<file path="config.mk">
export PLATFORM = sky130hd
export DESIGN_NAME = uart_rx_multi
export DESIGN_NICKNAME = d
export VERILOG_FILES = /design/src/rtl/uart_rx_multi_pkg.sv /design/src/rtl/uart_rx_multi_baud_sel.sv /design/src/rtl/uart_rx_multi.sv
export SDC_FILE = /design/constraint.sdc
export NUM_CORES = 1
export LEC_CHECK = 0
export BUFFER_PORTS_ARGS = -buffer_cell sky130_fd_sc_hd__buf_4
export CAP_MARGIN = 10
export CORE_MARGIN = 3
export CORE_UTILIZATION = 61
export DETAILED_ROUTE_END_ITERATION = 6
export PLACE_DENSITY_LB_ADDON = 0.05
export SYNTH_ARGS = -nofsm -noshare
export SYNTH_HDL_FRONTEND = slang
export SYNTH_SLANG_ARGS = --single-unit
</file>
<file path="constraint.sdc">
create_clock -name clkRx -period 4.5 [get_ports clkRx]
set_input_delay 0.225 -clock clkRx [delete_from_list [all_inputs] [get_ports clkRx]]
set_output_delay 0.225 -clock clkRx [all_outputs]
set_load 0.01 [all_outputs]
</file>
<file path="src/rtl/uart_rx_multi_pkg.sv">
// Shared definitions for the multi-rate UART receiver: FSM states, rate codes,
// parity modes and the rate-code to baud table.
package uart_rx_multi_pkg;

    typedef enum logic [2:0] {
        ST_IDLE,
        ST_START,
        ST_DATA,
        ST_PARITY,
        ST_STOP
    } rx_state_t;

    localparam logic [2:0] BAUD_1200   = 3'd0;
    localparam logic [2:0] BAUD_2400   = 3'd1;
    localparam logic [2:0] BAUD_4800   = 3'd2;
    localparam logic [2:0] BAUD_9600   = 3'd3;
    localparam logic [2:0] BAUD_115200 = 3'd4;

    localparam logic [1:0] PAR_NONE = 2'd0;
    localparam logic [1:0] PAR_ODD  = 2'd1;
    localparam logic [1:0] PAR_EVEN = 2'd2;

    // Unused codes fall back to 9600 baud.
    function automatic int unsigned baud_to_rate(input logic [2:0] code);
        case (code)
            BAUD_1200:   return 1200;
            BAUD_2400:   return 2400;
            BAUD_4800:   return 4800;
            BAUD_9600:   return 9600;
            BAUD_115200: return 115200;
            default:     return 9600;
        endcase
    endfunction

endpackage

</file>
<file path="src/rtl/uart_rx_multi_baud_sel.sv">
// Combinational rate-code to clocks-per-bit lookup; each divide is a
// constant, so only a small mux is built.
module uart_baud_sel
    import uart_rx_multi_pkg::*;
#(
    parameter int unsigned CLK_HZ = 50000000,
    parameter int unsigned CW     = 16
) (
    input  logic [2:0]    baud_code,
    output logic [CW-1:0] clocks_per_bit
);

    localparam int unsigned CPB_1200   = CLK_HZ / baud_to_rate(BAUD_1200);
    localparam int unsigned CPB_2400   = CLK_HZ / baud_to_rate(BAUD_2400);
    localparam int unsigned CPB_4800   = CLK_HZ / baud_to_rate(BAUD_4800);
    localparam int unsigned CPB_9600   = CLK_HZ / baud_to_rate(BAUD_9600);
    localparam int unsigned CPB_115200 = CLK_HZ / baud_to_rate(BAUD_115200);

    always_comb begin
        case (baud_code)
            BAUD_1200:   clocks_per_bit = CW'(CPB_1200);
            BAUD_2400:   clocks_per_bit = CW'(CPB_2400);
            BAUD_4800:   clocks_per_bit = CW'(CPB_4800);
            BAUD_115200: clocks_per_bit = CW'(CPB_115200);
            default:     clocks_per_bit = CW'(CPB_9600);
        endcase
    end

endmodule

</file>
<file path="src/rtl/uart_rx_multi.sv">
// Multi-rate UART receiver: 2-flop synchroniser, mid-bit sampling FSM,
// optional parity, 1-2 stop bits, held output word with sticky overrun.
module uart_rx_multi
    import uart_rx_multi_pkg::*;
#(
    parameter int unsigned CLK_HZ    = 50000000,
    parameter int unsigned DATA_BITS = 8,
    parameter int unsigned STOP_BITS = 1
) (
    input  logic                 clkRx,
    input  logic                 reset,
    input  logic                 serialInput,
    input  logic [2:0]           baudRate,
    input  logic [1:0]           parity,
    output logic [DATA_BITS-1:0] data,
    output logic                 dataValid,
    input  logic                 dataReady,
    output logic                 parityError,
    output logic                 framingError,
    output logic                 overrun
);

    localparam int unsigned CW        = $clog2(CLK_HZ / 1200 + 1);
    localparam logic [3:0]  LAST_DATA = 4'(DATA_BITS - 1);
    localparam logic [3:0]  LAST_STOP = 4'(STOP_BITS - 1);

    rx_state_t             state, next_state;
    logic                  sync_meta, line;
    logic [CW-1:0]         clk_count, cpb_sel, cpb_q, bit_last, half_point;
    logic [3:0]            bit_index;
    logic [1:0]            par_q;
    logic [DATA_BITS-1:0]  shift;
    logic                  par_err_q, frame_err_q;
    logic                  bit_done, par_en, commit;

    uart_baud_sel #(
        .CLK_HZ (CLK_HZ),
        .CW     (CW)
    ) u_baud_sel (
        .baud_code      (baudRate),
        .clocks_per_bit (cpb_sel)
    );

    always_comb begin
        bit_last   = cpb_q - CW'(1);
        half_point = bit_last >> 1;
        bit_done   = (clk_count == bit_last);
        par_en     = (par_q == PAR_ODD) || (par_q == PAR_EVEN);
        next_state = state;
        commit     = 1'b0;
        case (state)
            ST_IDLE:   if (!line) next_state = ST_START;
            ST_START:  if (clk_count == half_point) next_state = line ? ST_IDLE : ST_DATA;
            ST_DATA:   if (bit_done && bit_index == LAST_DATA)
                           next_state = par_en ? ST_PARITY : ST_STOP;
            ST_PARITY: if (bit_done) next_state = ST_STOP;
            ST_STOP:   if (bit_done && bit_index == LAST_STOP) begin
                           next_state = ST_IDLE;
                           commit     = 1'b1;
                       end
            default:   next_state = ST_IDLE;
        endcase
    end

    always_ff @(posedge clkRx) begin
        if (reset) state <= ST_IDLE;
        else       state <= next_state;
    end

    always_ff @(posedge clkRx) begin
        if (reset) begin
            sync_meta    <= 1'b1;
            line         <= 1'b1;
            clk_count    <= '0;
            bit_index    <= '0;
            cpb_q        <= '0;
            par_q        <= PAR_NONE;
            shift        <= '0;
            par_err_q    <= 1'b0;
            frame_err_q  <= 1'b0;
            data         <= '0;
            dataValid    <= 1'b0;
            parityError  <= 1'b0;
            framingError <= 1'b0;
            overrun      <= 1'b0;
        end else begin
            sync_meta <= serialInput;
            line      <= sync_meta;

            if (state == ST_IDLE || next_state != state || bit_done) clk_count <= '0;
            else                                                     clk_count <= clk_count + CW'(1);

            if (next_state != state)
                bit_index <= '0;
            else if (bit_done && (state == ST_DATA || state == ST_STOP))
                bit_index <= bit_index + 4'd1;

            // Rate and parity mode are frozen for the whole frame at start detect.
            if (state == ST_IDLE && !line) begin
                cpb_q       <= cpb_sel;
                par_q       <= parity;
                par_err_q   <= 1'b0;
                frame_err_q <= 1'b0;
            end

            if (bit_done) begin
                case (state)
                    ST_DATA:   shift <= {line, shift[DATA_BITS-1:1]};
                    ST_PARITY: par_err_q <= (^shift ^ line) ^ (par_q == PAR_ODD);
                    ST_STOP:   if (!line) frame_err_q <= 1'b1;
                    default:   ;
                endcase
            end

            // A commit keeps dataValid high even when the old word is consumed.
            if (commit) begin
                data         <= shift;
                parityError  <= par_err_q;
                framingError <= frame_err_q | ~line;
                dataValid    <= 1'b1;
                if (dataValid && !dataReady) overrun <= 1'b1;
            end else if (dataValid && dataReady) begin
                dataValid <= 1'b0;
            end
        end
    end

endmodule

</file>
==> metrics, run 1 <==
status completed; CTS Buf Count 9; Syn. warnings 0; Slowest cell on crit path or4_1; crit start category flip-flop; Main synth FF type dfxtp_1; clk slew on worst S/H paths 70 ps; pwr/cell area 296 mW/mm^2; Die Span X 84.3 um; Port Buffers 20; drt total wl 8.36 mm; Syn Std Cell Area 0.00374 sq mm; initial antenna violation count 0; maximum clock insertion buffer count 2; worst path required time 4720 ps; cells along the critical path inv_1, ha_1, ha_1, xnor2_1, nor4_1, o21ai_0, or4b_4, or4_4, or4_1, mux2i_1, nor2_1; Die Y 84.3 um; Fmax achieved 250 MHz; Nets 471; most frequent cell after synthesis dfxtp_1; maximum VDD drop 242 uV; core area 0.00571 sq mm; minimum clock period 4000 ps; vias 3251; grt total ovfl 0; Initial DRC Count 183; reg-to-reg startpoint cpb_q[14]; # IOs 21; Setup crit end kind flip-flop; r2r setup slk 500 ps; final antenna-violating net count 0; Synth Register Bits 61; worst skew pair latency 340 ps; Setup TNS 0 ps; Tightest Pin Transition 1140 ps; DRC viols 0; final hold violations 0; Core Util, Final 0.709; synthesized area per cell 8.17 sq um; Filler Cells Inserted 472; Syn Inst Count 458; placer congestion estimate 0.940; Critical Path AT 4220 ps; Crit path top cell by count ha_1; initial core utilization 0.655; Finish-stage setup viols 0; number of distinct library cells after synthesis 61; Setup Fix Bufs, Post-CTS 0; Hold Startpoint serialInput; asr flop ratio synth 0; Synth area leaders dfxtp_1 33%, xnor2_1 10%, nor2_1 5.9%; hpwl dp 6.18 mm; hold slack 62.8 ps; Area growth, synth to finish 8.09%; Final Cycle Share 0.889; Die ar. 0.00711 sq mm; pin count of the biggest net entering global routing 46; fin. max-slew vios 0; Antenna diodes 0; clk root buf clkbuf_8; commonest cells in the netlist 61 x dfxtp_1, 59 x nor2_1, 44 x xnor2_1, 31 x nand3_1, 27 x clkbuf_1; final setup margin 502 ps; Net Count, Synth 473; share of cells above drive strength 1 0.124; pre-CTS WS 574 ps; Final Skew 6.01 ps; first-pass GRT wire length 14.3 mm; max cap viols 0; worst-case headroom to the max-slew limit 0.231; # rows 27; via-per-instance ratio 6.10; Post-synth EDFFs 0; CP Launch Point cpb_q[14]; register area share after synthesis 0.326; DR WL/cell 15.7 um; H-tree depth 3; Hold-fix buffers, CTS 0; CTS tree built; top cell type's share of synthesized area 0.326; post-synth top area cell dfxtp_1; RSZ-0062 raised after global routing false; DRT Pass-1 Iters 4; crit-path max FO 8; WS Path Type reg2reg; via count of the first global-routing pass 2978; clock sinks 61; Lkg Pwr 0.00155 uW; post-CTS sizing 0; slowest stage delay, CP 660 ps; gr usage total 0.247; Hold Crit Class in2reg
-- final timing paths --
check / to / cells past startpoint
worst max-delay path: shift[5] / 11
worst min register to register: line / 1
worst min-delay path: sync_meta / 2
worst max register to register: shift[5] / 11
-- layout by cell type, fill, tap and decap left out, types with 6 or more instances in the layout --
master and count:
a21oi_1 20, buf_4 23, clkbuf_8 9, dfxtp_1 61
ha_1 6, inv_1 14, mux2i_1 20, nand2_1 26
nand3_1 31, nand4_1 6, nor2_1 59, nor3_1 13
nor4_1 8, o21ai_0 11, or4_1 9, xnor2_1 44
xor2_1 17
-- flip-flops by register name, indices dropped and copies added, names as in the netlist --
| register | count |
|---|---|
| shift | 8 |
| clk_count | 16 |
| dataValid | 1 |
| line | 1 |
| par_q | 2 |
| framingError | 1 |
| sync_meta | 1 |
| frame_err_q | 1 |
| cpb_q | 12 |
| par_err_q | 1 |
| data | 8 |
| state | 3 |
| bit_index | 4 |
| parityError | 1 |
| overrun | 1 |
-- through the flow --
step,cells,area (sq um),total power [uW]
5_1_grt,533,4050,1240
4_1_cts,533,4050,1200
3_3_place_gp,517,3850,713
6_report,533,4050,1200
3_5_place_dp,517,3850,715
2_1_floorplan,458,3740,683
-- layout make-up --
cell class                      count  area (sq um)  area share
Timing Repair Buffer               23           173      0.0427
Inverter                           14          52.6      0.0130
Tap cell                           72          90.1      0.0223
Clock buffer                        9           124      0.0306
Multi-Input combinational cell    347          2310       0.571
Clock inverter                      7          75.1      0.0186
Sequential cell                    61          1220       0.302
-- metal layers --
layer  GRT usage  wire length, um  vias up  share of wire
met5           0                0        -              0
met4       0.114              195        0          0.023
met3      0.0491              427       17          0.051
met2       0.374             3730      105           0.45
met1       0.336             4010     1533           0.48
li1            -                -     1596              -
-- kinds of logic (layout without fill, tap and decap cells) --
kind of cell | after synthesis | after routing | synth area share
xor gates and xnor gates | 61 | 61 | 0.143
buffers and inverters | 50 | 53 | 0.0582
muxes | 20 | 20 | 0.0535
DFF | 61 | 61 | 0.326
AOI/OAI and AO/OA | 58 | 58 | 0.101
and+or+nand+nor | 202 | 202 | 0.298
adders and majority gates | 6 | 6 | 0.0201
-- worst max-delay path, delay by kind of cell, from the launching register on --
| family | cells | cell delay [ps] |
|---|---|---|
| buf+inv | 1 | 120 |
| fa+ha+maj | 2 | 630 |
| simple gates | 5 | 2120 |
| flops | 1 | 460 |
| mux | 1 | 240 |
| compound gates | 1 | 150 |
| xor+xnor | 1 | 150 |
-- power breakdown --
group / internal [uW] / switching [uW]
clock: 257 / 234
combinational: 60.4 / 85.8
sequential: 545 / 13.3
(Power assumes the default switching activity.)
==> run 2: changes to the inputs <==
Settings changed: RECOVER_POWER from default to 100.
==> run 2 against run 1 <==
Effect of this change:
- the flow now finishes with violations (capacitance limit, slew limit)
- final area decreased by 1.8%
- wire length increased by 0.43%
- via count decreased by 0.74%
- utilization decreased by 1.2 points
- count of clock-buffer cells in the layout unchanged
- critical path type unchanged
==> metrics, run 2 (synthesized netlist as in run 1, its figures left out) <==
crit-path max FO 8; Fmax achieved 245 MHz; commonest cells after routing, fill and taps aside 61 x dfxtp_1, 59 x nor2_1, 44 x xnor2_1; clk root buf clkbuf_8; maximum VDD drop 243 uV; final hold violations 0; initial antenna violation count 0; fin. max-slew vios 59; Setup Fix Bufs, Post-CTS 0; critical path's top delay family simple AND/OR/NAND/NOR gates; Final Cycle Share 0.906; Setup crit end kind flip-flop; Lkg Pwr 0.00150 uW; final setup margin 425 ps; post-CTS sizing 0; Critical Path AT 4230 ps; clk slew on worst S/H paths 80 ps; share of cells above drive strength 1 0.0868; Hold-fix buffers, CTS 0; drt total wl 8.40 mm; pre-CTS WS 574 ps; Die ar. 0.00711 sq mm; Final Skew 8.06 ps; max cap viols 2; pwr/cell area 301 mW/mm^2; cells along the critical path inv_1, ha_1, ha_1, xnor2_1, nor4_1, o21ai_0, or4b_1, or4_4, or4_1, mux2i_1, nor2_1; # IOs 21; CTS Buf Count 9; minimum clock period 4070 ps; via count of the first global-routing pass 2978; Die Span X 84.3 um; Nets 471; worst skew pair latency 340 ps; Finish-stage setup viols 0; slowest stage delay, CP 660 ps; RSZ-0062 raised after global routing false; CTS tree built; Antenna diodes 0; max FFs per register 16; most common cell after layout, fill and taps aside dfxtp_1; crit start category flip-flop; Initial DRC Count 161; placer congestion estimate 0.940; failing checks capacitance limit, slew limit; Port Buffers 20; core area 0.00571 sq mm; Hold Crit Class in2reg; final antenna-violating net count 0; worst-case headroom to the max-slew limit -0.300; maximum clock insertion buffer count 2; Tightest Pin Transition 1930 ps; Filler Cells Inserted 492; DR WL/cell 15.8 um; WS Path Type reg2reg; DRC viols 0; Crit path top cell by count ha_1; Biggest register clk_count; initial core utilization 0.655; H-tree depth 3; clock sinks 61; vias 3227; Setup TNS 0 ps; gr usage total 0.247; Slowest cell on crit path or4_1; grt total ovfl 0; # rows 27; hpwl dp 6.18 mm; DRT Pass-1 Iters 4; Top Registers clk_count: 16 flops, cpb_q: 12 flops; Die Y 84.3 um; Crit path buffers/inverters 1; Area growth, synth to finish 6.19%; status finished with violations; via-per-instance ratio 6.05; pin count of the biggest net entering global routing 46; first-pass GRT wire length 14.3 mm; worst path required time 4650 ps
run 2: through the flow:
stage | instance area [sq um] | hold WS [ps] | instances | utilization | total power (uW)
floorplan | 3740 | 329 | 458 | - | 683
global placement | 3850 | 398 | 517 | 0.674 | 713
detailed placement | 3850 | 410 | 517 | 0.674 | 715
CTS | 4050 | 46.9 | 533 | 0.709 | 1200
global route | 3970 | 47.5 | 533 | 0.696 | 1240
finish | 3970 | 62.0 | 533 | 0.696 | 1190
run 2: worst reg2reg max path: stages (launching register included):
cell,delay [ps]
dfxtp_1,460
inv_1,120
ha_1,290
ha_1,340
xnor2_1,150
nor4_1,300
o21ai_0,140
or4b_1,550
or4_4,580
or4_1,660
mux2i_1,230
nor2_1,60
run 2: path summary, 6_finish.rpt:
path               start  slack (ps)  cells after the start        end
max            cpb_q[14]         430                     11   shift[0]
min          serialInput          60                      2  sync_meta
max reg2reg    cpb_q[14]         430                     11   shift[0]
min reg2reg    sync_meta         410                      1       line
run 2: power by group:
| part | internal, uW | switching [uW] | leakage, uW |
|---|---|---|---|
| Clock | 257 | 233 | 0.0000918 |
| Sequential | 545 | 13.3 | 0.000493 |
| Combinational | 59.8 | 86.0 | 0.000911 |
run 2: routing by layer:
layer / share of wire / vias up / global-route usage
li1: - / 1594 / -
met1: 0.48 / 1514 / 0.336
met2: 0.45 / 102 / 0.374
met3: 0.054 / 17 / 0.0491
met4: 0.024 / 0 / 0.114
met5: 0 / - / 0
run 2: area by class of cell:
| cell class | instances | area [sq um] | share of cell area |
|---|---|---|---|
| sequential | 61 | 1220 | 0.307 |
| clock buffer | 9 | 124 | 0.0312 |
| timing repair buffer | 23 | 121 | 0.0305 |
| clock inverter | 7 | 75.1 | 0.0189 |
| tap | 72 | 90.1 | 0.0227 |
| inverter | 14 | 52.6 | 0.0132 |
| multi-input combinational | 347 | 2290 | 0.576 |
